File: src/rtl/jtag_tap_sequencer.sv
// Command-driven JTAG TAP sequencer: turns RESET / SHIFT_IR / SHIFT_DR / IDLE
// commands into registered TMS/TDI sequences and captures TDO into rsp_data.
module jtag_tap_sequencer #(
  parameter int MAX_LEN          = 32,
  parameter int RESET_TMS_CYCLES = 5
) (
  input  logic               tck,
  input  logic               trst_n,
  input  logic               cmd_valid,
  output logic               cmd_ready,
  input  logic [1:0]         cmd_op,
  input  logic [5:0]         cmd_len,
  input  logic [MAX_LEN-1:0] cmd_data,
  output logic               tms,
  output logic               tdi,
  input  logic               tdo,
  output logic               rsp_valid,
  output logic [MAX_LEN-1:0] rsp_data,
  output logic               rsp_err,
  output logic               busy,
  output logic [2:0]         dbg_state
);

  // Handshake: a command transfers on a rising tck edge where cmd_valid && cmd_ready;
  // cmd_ready is high only in IDLE, and rsp_valid is a single-cycle pulse with no ready.
  typedef enum logic [2:0] {
    S_IDLE, S_TO_RTI, S_PRE, S_SHIFT, S_POST, S_RUN, S_RST, S_DONE
  } state_e;

  typedef enum logic [1:0] {
    OP_RESET = 2'b00, OP_SHIFT_IR = 2'b01, OP_SHIFT_DR = 2'b10, OP_IDLE = 2'b11
  } op_e;

  localparam logic [6:0] MAX_LEN_W = 7'(MAX_LEN);
  localparam logic [5:0] RST_LAST  = 6'(RESET_TMS_CYCLES - 1);

  state_e               state_q, state_d;
  op_e                  op_q, op_d;
  logic [5:0]           len_q, len_d;
  logic [MAX_LEN-1:0]   data_q, data_d;
  logic [5:0]           cnt_q, cnt_d;
  logic                 in_tlr_q, in_tlr_d;
  logic                 tms_q, tms_d;
  logic                 tdi_q, tdi_d;
  logic                 rsp_valid_q, rsp_valid_d;
  logic                 rsp_err_q, rsp_err_d;
  logic [MAX_LEN-1:0]   rsp_data_q, rsp_data_d;
  logic                 cmd_ready_q, cmd_ready_d;
  logic                 busy_q, busy_d;

  logic                 accept;
  logic                 cmd_err;
  op_e                  cur_op;
  logic [5:0]           cur_len;
  logic                 launch;
  logic                 go_done;
  logic [5:0]           pre_last;

  assign accept   = (state_q == S_IDLE) && cmd_valid && cmd_ready_q;
  assign cmd_err  = (cmd_op[1] ^ cmd_op[0]) &&
                    ((cmd_len == 6'd0) || ({1'b0, cmd_len} > MAX_LEN_W));
  assign cur_op   = accept ? op_e'(cmd_op) : op_q;
  assign cur_len  = accept ? cmd_len : len_q;
  assign pre_last = (op_q == OP_SHIFT_IR) ? 6'd3 : 6'd2;

  always_comb begin
    state_d     = state_q;
    op_d        = op_q;
    len_d       = len_q;
    data_d      = data_q;
    cnt_d       = cnt_q;
    in_tlr_d    = in_tlr_q;
    tms_d       = tms_q;
    tdi_d       = 1'b0;
    rsp_valid_d = 1'b0;
    rsp_err_d   = rsp_err_q;
    rsp_data_d  = rsp_data_q;
    launch      = 1'b0;
    go_done     = 1'b0;

    // tms_d/tdi_d describe the bit driven in the cycle after this edge.
    case (state_q)
      S_IDLE: begin
        tms_d = in_tlr_q;
        if (accept) begin
          op_d       = op_e'(cmd_op);
          len_d      = cmd_len;
          data_d     = cmd_data;
          rsp_data_d = '0;
          rsp_err_d  = 1'b0;
          if (cmd_err) begin
            rsp_err_d = 1'b1;
            go_done   = 1'b1;
          end else if (op_e'(cmd_op) == OP_RESET) begin
            state_d = S_RST;
            cnt_d   = '0;
            tms_d   = 1'b1;
          end else if (in_tlr_q) begin
            state_d = S_TO_RTI;
            tms_d   = 1'b0;
          end else begin
            launch = 1'b1;
          end
        end
      end
      S_TO_RTI: begin
        in_tlr_d = 1'b0;
        launch   = 1'b1;
      end
      S_PRE: begin
        if (cnt_q == pre_last) begin
          state_d = S_SHIFT;
          cnt_d   = '0;
          tms_d   = (len_q == 6'd1);
          tdi_d   = data_q[0];
          data_d  = data_q >> 1;
        end else begin
          cnt_d = cnt_q + 6'd1;
          tms_d = (op_q == OP_SHIFT_IR) && (cnt_q == 6'd0);
        end
      end
      S_SHIFT: begin
        // The target consumes bit cnt_q at this edge, so its TDO belongs to bit cnt_q.
        rsp_data_d = rsp_data_q | ({{(MAX_LEN-1){1'b0}}, tdo} << cnt_q);
        if (cnt_q == len_q - 6'd1) begin
          state_d = S_POST;
          cnt_d   = '0;
          tms_d   = 1'b1;
        end else begin
          cnt_d  = cnt_q + 6'd1;
          tdi_d  = data_q[0];
          data_d = data_q >> 1;
          tms_d  = (cnt_q + 6'd2 == len_q);
        end
      end
      S_POST: begin
        if (cnt_q == 6'd0) begin
          cnt_d = 6'd1;
          tms_d = 1'b0;
        end else begin
          go_done = 1'b1;
        end
      end
      S_RUN: begin
        if (cnt_q == len_q - 6'd1) begin
          go_done = 1'b1;
        end else begin
          cnt_d = cnt_q + 6'd1;
          tms_d = 1'b0;
        end
      end
      S_RST: begin
        if (cnt_q == RST_LAST) begin
          in_tlr_d = 1'b1;
          go_done  = 1'b1;
        end else begin
          cnt_d = cnt_q + 6'd1;
          tms_d = 1'b1;
        end
      end
      S_DONE: begin
        state_d = S_IDLE;
        tms_d   = in_tlr_q;
      end
      default: state_d = S_IDLE;
    endcase

    // Reached Run-Test/Idle: start the shift preamble or the idle clocks.
    if (launch) begin
      if (cur_op == OP_IDLE) begin
        if (cur_len == 6'd0) begin
          go_done = 1'b1;
        end else begin
          state_d = S_RUN;
          cnt_d   = '0;
          tms_d   = 1'b0;
        end
      end else begin
        state_d = S_PRE;
        cnt_d   = '0;
        tms_d   = 1'b1;
      end
    end

    if (go_done) begin
      state_d     = S_DONE;
      rsp_valid_d = 1'b1;
      tms_d       = in_tlr_d;
      tdi_d       = 1'b0;
    end

    cmd_ready_d = (state_d == S_IDLE);
    busy_d      = (state_d != S_IDLE);
  end

  always_ff @(posedge tck or negedge trst_n) begin
    if (!trst_n) begin
      state_q     <= S_IDLE;
      op_q        <= OP_RESET;
      len_q       <= '0;
      data_q      <= '0;
      cnt_q       <= '0;
      in_tlr_q    <= 1'b1;
      tms_q       <= 1'b1;
      tdi_q       <= 1'b0;
      rsp_valid_q <= 1'b0;
      rsp_err_q   <= 1'b0;
      rsp_data_q  <= '0;
      cmd_ready_q <= 1'b0;
      busy_q      <= 1'b0;
    end else begin
      state_q     <= state_d;
      op_q        <= op_d;
      len_q       <= len_d;
      data_q      <= data_d;
      cnt_q       <= cnt_d;
      in_tlr_q    <= in_tlr_d;
      tms_q       <= tms_d;
      tdi_q       <= tdi_d;
      rsp_valid_q <= rsp_valid_d;
      rsp_err_q   <= rsp_err_d;
      rsp_data_q  <= rsp_data_d;
      cmd_ready_q <= cmd_ready_d;
      busy_q      <= busy_d;
    end
  end

  assign cmd_ready = cmd_ready_q;
  assign tms       = tms_q;
  assign tdi       = tdi_q;
  assign rsp_valid = rsp_valid_q;
  assign rsp_err   = rsp_err_q;
  assign rsp_data  = rsp_data_q;
  assign busy      = busy_q;
  assign dbg_state = state_q;

endmodule
File: config.mk
export PLATFORM = sky130hd
export DESIGN_NAME = jtag_tap_sequencer
export DESIGN_NICKNAME = d
export VERILOG_FILES = /design/src/rtl/jtag_tap_sequencer.sv
export SDC_FILE = /design/constraint.sdc
export NUM_CORES = 1
export LEC_CHECK = 0
export ABC_AREA = 0
export CORE_MARGIN = 5
export CORE_UTILIZATION = 57
export CTS_CLUSTER_SIZE = 20
export DETAILED_ROUTE_END_ITERATION = 10
export PLACE_DENSITY = 0.84
export SYNTH_ARGS = -nofsm -noshare
export SYNTH_HDL_FRONTEND = slang
export SYNTH_SLANG_ARGS = --single-unit
File: constraint.sdc
create_clock -name tck -period 4.06 [get_ports tck]
set_clock_uncertainty 0.05 [all_clocks]
set_input_delay 0.406 -clock tck [delete_from_list [all_inputs] [get_ports tck]]
set_output_delay 0.406 -clock tck [all_outputs]
set_load 0.005 [all_outputs]
# Word-level counts from Yosys, hierarchy flattened
# Cells that the tools add are included.
# Widths: inputs -> output; s select.
# word_totals
wordCells	120
in_bits	44
out_inout_bits	41
regBits	88
# classes
add_sub_neg	3
n_lt_le_gt_ge	1
bitwise	2
n_eq_ne	17
n_mux	66
n_reduce_logical	17
shift	1
# op_table
op	n
$mux 32	4
$pmux 32 s3	1
$mux 6	12
$pmux 32 s2	1
$pmux 6 s6	1
$or 32x32->32	1
$shl 1x6->32	1
$mux 1	30
$mux 3	10
$logic_not 6->1	3
$eq 3x3->1 const B	4
$eq 6x6->1	2
$pmux 3 s4	1
$pmux 1 s7	1
$add 6x1->6 const B	1
$add 6x2->6 const B	1
$eq 3x2->1 const B	2
$eq 6x1->1 const B	1
$eq 6x2->1	1
$eq 6x3->1 const B	1
$gt 6x6->1 const B	1
$logic_not 3->1	2
$ne 2x2->1 const B	3
$pmux 1 s2	3
14 further kinds	19

# Logic depth before layout (Yosys ltp)
# logic_depth
depth_word	11
depth_mapped	13
mapped_depth_nobuf	12

# Worst setup path before layout
# No wires, ideal clock.
# synth_path
path_type	flip-flop to flip-flop
startpoint	register len_q[0]
endpoint	register cnt_q[0]
setup_time_ns	0.123
arrival_ns	2.433
period_less_slack_ns	2.606
setup_slack_ns	1.454
required_ns	3.887
n_path_buf	1
stages_incl_launch_ff	11
path_cell_list	dfrtp_1 > or4_4 > or3_1 > a211oi_1 > and2_1 > buf_6 > inv_6 > ha_1 > o21ai_0 > a211oi_1 > nor2_1
# synth_via
elab_chain_cells	7
elab_cells_between_ends	10
cone_classes	add/sub (1); eq/ne (1); mux (7); reduce/logical (1)
# synth_lines
item	line	rtl
start, declared	39	logic [5:0] len_q, len_d;
start signal, assigned	214	len_q <= len_d;
$sub 6x1->6	125, 145	
$eq 6x6->1	125, 145	
$mux 6 (on tied branches)	145, 125	
$pmux 6 s6	82	case (state_q)
$mux 6	171	if (cur_len == 6'd0) begin
$mux 6	170	if (cur_op == OP_IDLE) begin
$mux 6 (*)	169	if (launch) begin
via cnt_d[0]	41	logic [5:0] cnt_q, cnt_d;
end signal, assigned	216	cnt_q <= cnt_d;
end, declared	41	
# Mark *: on every way through the listed nets, which the timed path passes. The rest lies on a longest branch.
# A chain may end at the register's enable or synchronous reset.

# Worst setup path in the final report
# layout_path
startpoint	register state_q[0] (netlist: dbg_state[0])
endpoint	register rsp_data_q[7] (netlist: rsp_data[7])
# layout_via
elab_chain_cells	5
elab_cells_between_ends	8
cone_classes	eq/ne (2); mux (1); reduce/logical (5)
# layout_lines
item	line	rtl
start, declared	37	state_e state_q, state_d;
start signal, assigned	212	state_q <= state_d;
$logic_not 3->1	59, 82	
$logic_and 1x1->1 (2 in a row)	59	assign accept = (state_q == S_IDLE) && cmd_valid && cmd_ready_q;
$ne 2x2->1 (no source line)	--	
$reduce_and 2->1 (no source line)	--	
end signal, assigned	222	rsp_data_q <= rsp_data_d;
end, declared	47	logic [MAX_LEN-1:0] rsp_data_q, rsp_data_d;
# Parallel ways exist; a longest one is shown, timed or not.

==> results_dict.tcl <==
set metrics [dict create \
    crit_fanout 42 \
    async_reset_ff_frac 1.000 \
    start_util 0.5894 \
    cap_violations 0 \
    tritoncts "yes" \
    whs_ns 0.1769 \
    core-area_sq_um 7807 \
    nets 630 \
    htreeDepth 3 \
    setup_viol 0 \
    hp-class "input pin to async pin" \
    dieArea_sq_um 9970 \
    cts_setup_buffers 0 \
    cts_root_buf "clkbuf_8" \
    ys_types 53 \
    multiInputGateArea_sq_um 2217 \
    synth_top_family_by_area "simple AND/OR/NAND/NOR gates" \
    status "finished clean" \
    max_freq_mhz 318.2 \
    ys_seq_elements 88 \
    antennaDiodeCount 0 \
    finalCriticalPeriod_ns 3.143 \
    gp_congestion 0.9549 \
    cellPowerDensity_nw_per_um2 698.9 \
    grt_use_total 0.2422 \
    tightestPinTransition_ns 1.068 \
    seqCellArea_sq_um 2205 \
    grt_pass1_wl_mm 19.41 \
    ys.flop_type "dfrtp_1" \
    vias 4062 \
    yosys-top-cells-area "dfrtp_1, mux2i_1, nand2_1" \
    detail-route-antenna-nets 0 \
    fillers 571 \
    syn_inst 510 \
    slew_viol_final 0 \
    design_area_sq_um 5693 \
    clock_latency_ns 0.36 \
    synth_seq_area_share 0.4791 \
    period_share 0.7741 \
    portBuffers 84 \
    final_common_cell "dfrtp_1" \
    fp.dieH_um 99.85 \
    vias_per_cell 5.921 \
    cellLeakagePower_nw 2.623 \
    wirelength_mm 11.55 \
    synth_compound_area_frac 0.1743 \
    fin_util 0.7292 \
    syn2layout_area_growth_pct 23.71 \
    synth_top_area_cell "dfrtp_1" \
    slew_headroom 0.2880 \
    ctsHoldBuffers 0 \
    die_w_um 99.85 \
    grt_pass1_vias 4048 \
    synth_top_area_frac 0.4676 \
    fin_ws_ns 0.9172 \
    required_ns 4.31 \
    worstPathArrival_ns 3.39 \
    yosysWarnings 0 \
    final_cell_mix "dfrtp_1, clkdlybuf4s50_1, nand2_1" \
    avgSynthCellArea_sq_um 9.023 \
    syn_nets 561 \
    synth_xor_area_frac 0.02474 \
    synthMuxAreaShare 0.07178 \
    antenna_found_initial 0 \
    rows 32 \
    cts_buffers 9 \
    start_kind "flop" \
    hold_violations 0 \
    drc 0 \
    pre_cts_ws_ns 0.9990 \
    synth_edf_count 0 \
    synthAdderAreaFrac 0.02121 \
    dr.pass1.iters 5 \
    avgRoutedWirePerCell_um 16.84 \
    drive_gt1_frac 0.05137 \
    synth_simple_gate_area_frac 0.1871 \
    clock-sinks 88 \
    grt_start_max_net_pins 89 \
    drtIter0Drc 292 \
    clk_path_buf_depth 2 \
    place_hpwl_mm 8.163 \
    ioPinCount 85 \
    clkTransAtPathRegs_ns 0.09 \
    ir_drop_mv 0.4030 \
    grt_overflow 0 \
    place_area_sq_um 5487 \
    syn_area_sq_um 4602 \
    finalSetupTns_ns 0 \
    crit_type "flop to flop" \
    cts_resized 0 \
    cp-end-kind "flop" \
    rsz0062_at_grt "false" \
]
synth_stat cells, drive strengths merged, types with 4 or more instances:
cell,count
nor3,8
nand4,5
o21ai,55
nor2b,9
dfrtp,86
xnor2,6
a21o,5
a211oi,6
nand2b,5
ha,7
a21oi,43
nand3,12
and3,4
nand2,72
buf,4
inv,15
mux2i,33
xor2,7
clkbuf,27
nor2,53
logic make-up (layout without fill, tap and decap cells):
family,count (synthesis),in the layout
AO/OA/AOI/OAI,135,135
flip-flops,88,88
buffers and inverters,46,120
XOR/XNOR,13,13
AND/OR/NAND/NOR,187,187
multiplexers,33,33
adder cells (fa/ha/maj),8,8
state kept, by name, summed over array words and instances, names as in the netlist:
| signal | flops |
|---|---|
| data_q | 32 |
| rsp_data | 32 |
| cnt_q | 6 |
| len_q | 6 |
| dbg_state | 3 |
| op_q | 2 |
| busy | 1 |
| cmd_ready | 1 |
| in_tlr_q | 1 |
| rsp_err | 1 |
| rsp_valid | 1 |
| tdi | 1 |
| tms | 1 |
worst paths after layout:
kind,startpoint,endpoint,slack (ns),cells after the start
worst max-delay path,dbg_state[0],rsp_data[7],0.92,7
worst min register to register,data_q[11],data_q[11],0.43,2
worst max register to register,dbg_state[0],rsp_data[7],0.92,7
worst min-delay path,trst_n,data_q[25],0.18,1
max in group asynchronous,trst_n,cnt_q[5],3.10,1
min in group tck,data_q[11],data_q[11],0.43,2
routing by layer:
metal	wire (um)	global-route usage
met3	764	0.05351
met4	258	0.08403
met1	4722	0.3158
met5	0	0
met2	5807	0.4002
worst max-delay path: stages, from the launching register on:
cell and delay (ns):
dfrtp_1 0.72, or3_1 0.54, nor2_2 0.29, buf_4 0.43
o21ai_0 0.31, nor3b_1 0.49, a21oi_1 0.13, nor2_1 0.11
report_power, final:
part	internal [mW]	switching, mW
clock network	0.307	0.330
logic	0.819	0.992
registers	1.19	0.338
per-stage QoR:
step	power (mW)	cells
2_1_floorplan	2.729	510
3_3_place_gp	3.259	670
3_5_place_dp	3.339	670
4_1_cts	3.984	686
5_1_grt	4.303	686
6_report	3.979	686
area by class of cell:
type | instances | share of cell area
tap | 102 | 0.02242
clock inverter | 5 | 0.01143
timing repair buffer | 89 | 0.1538
sequential | 88 | 0.3873
multi-input combinational | 376 | 0.3895
clock buffer | 11 | 0.02484
inverter | 15 | 0.01077
(Power assumes the default switching activity.)
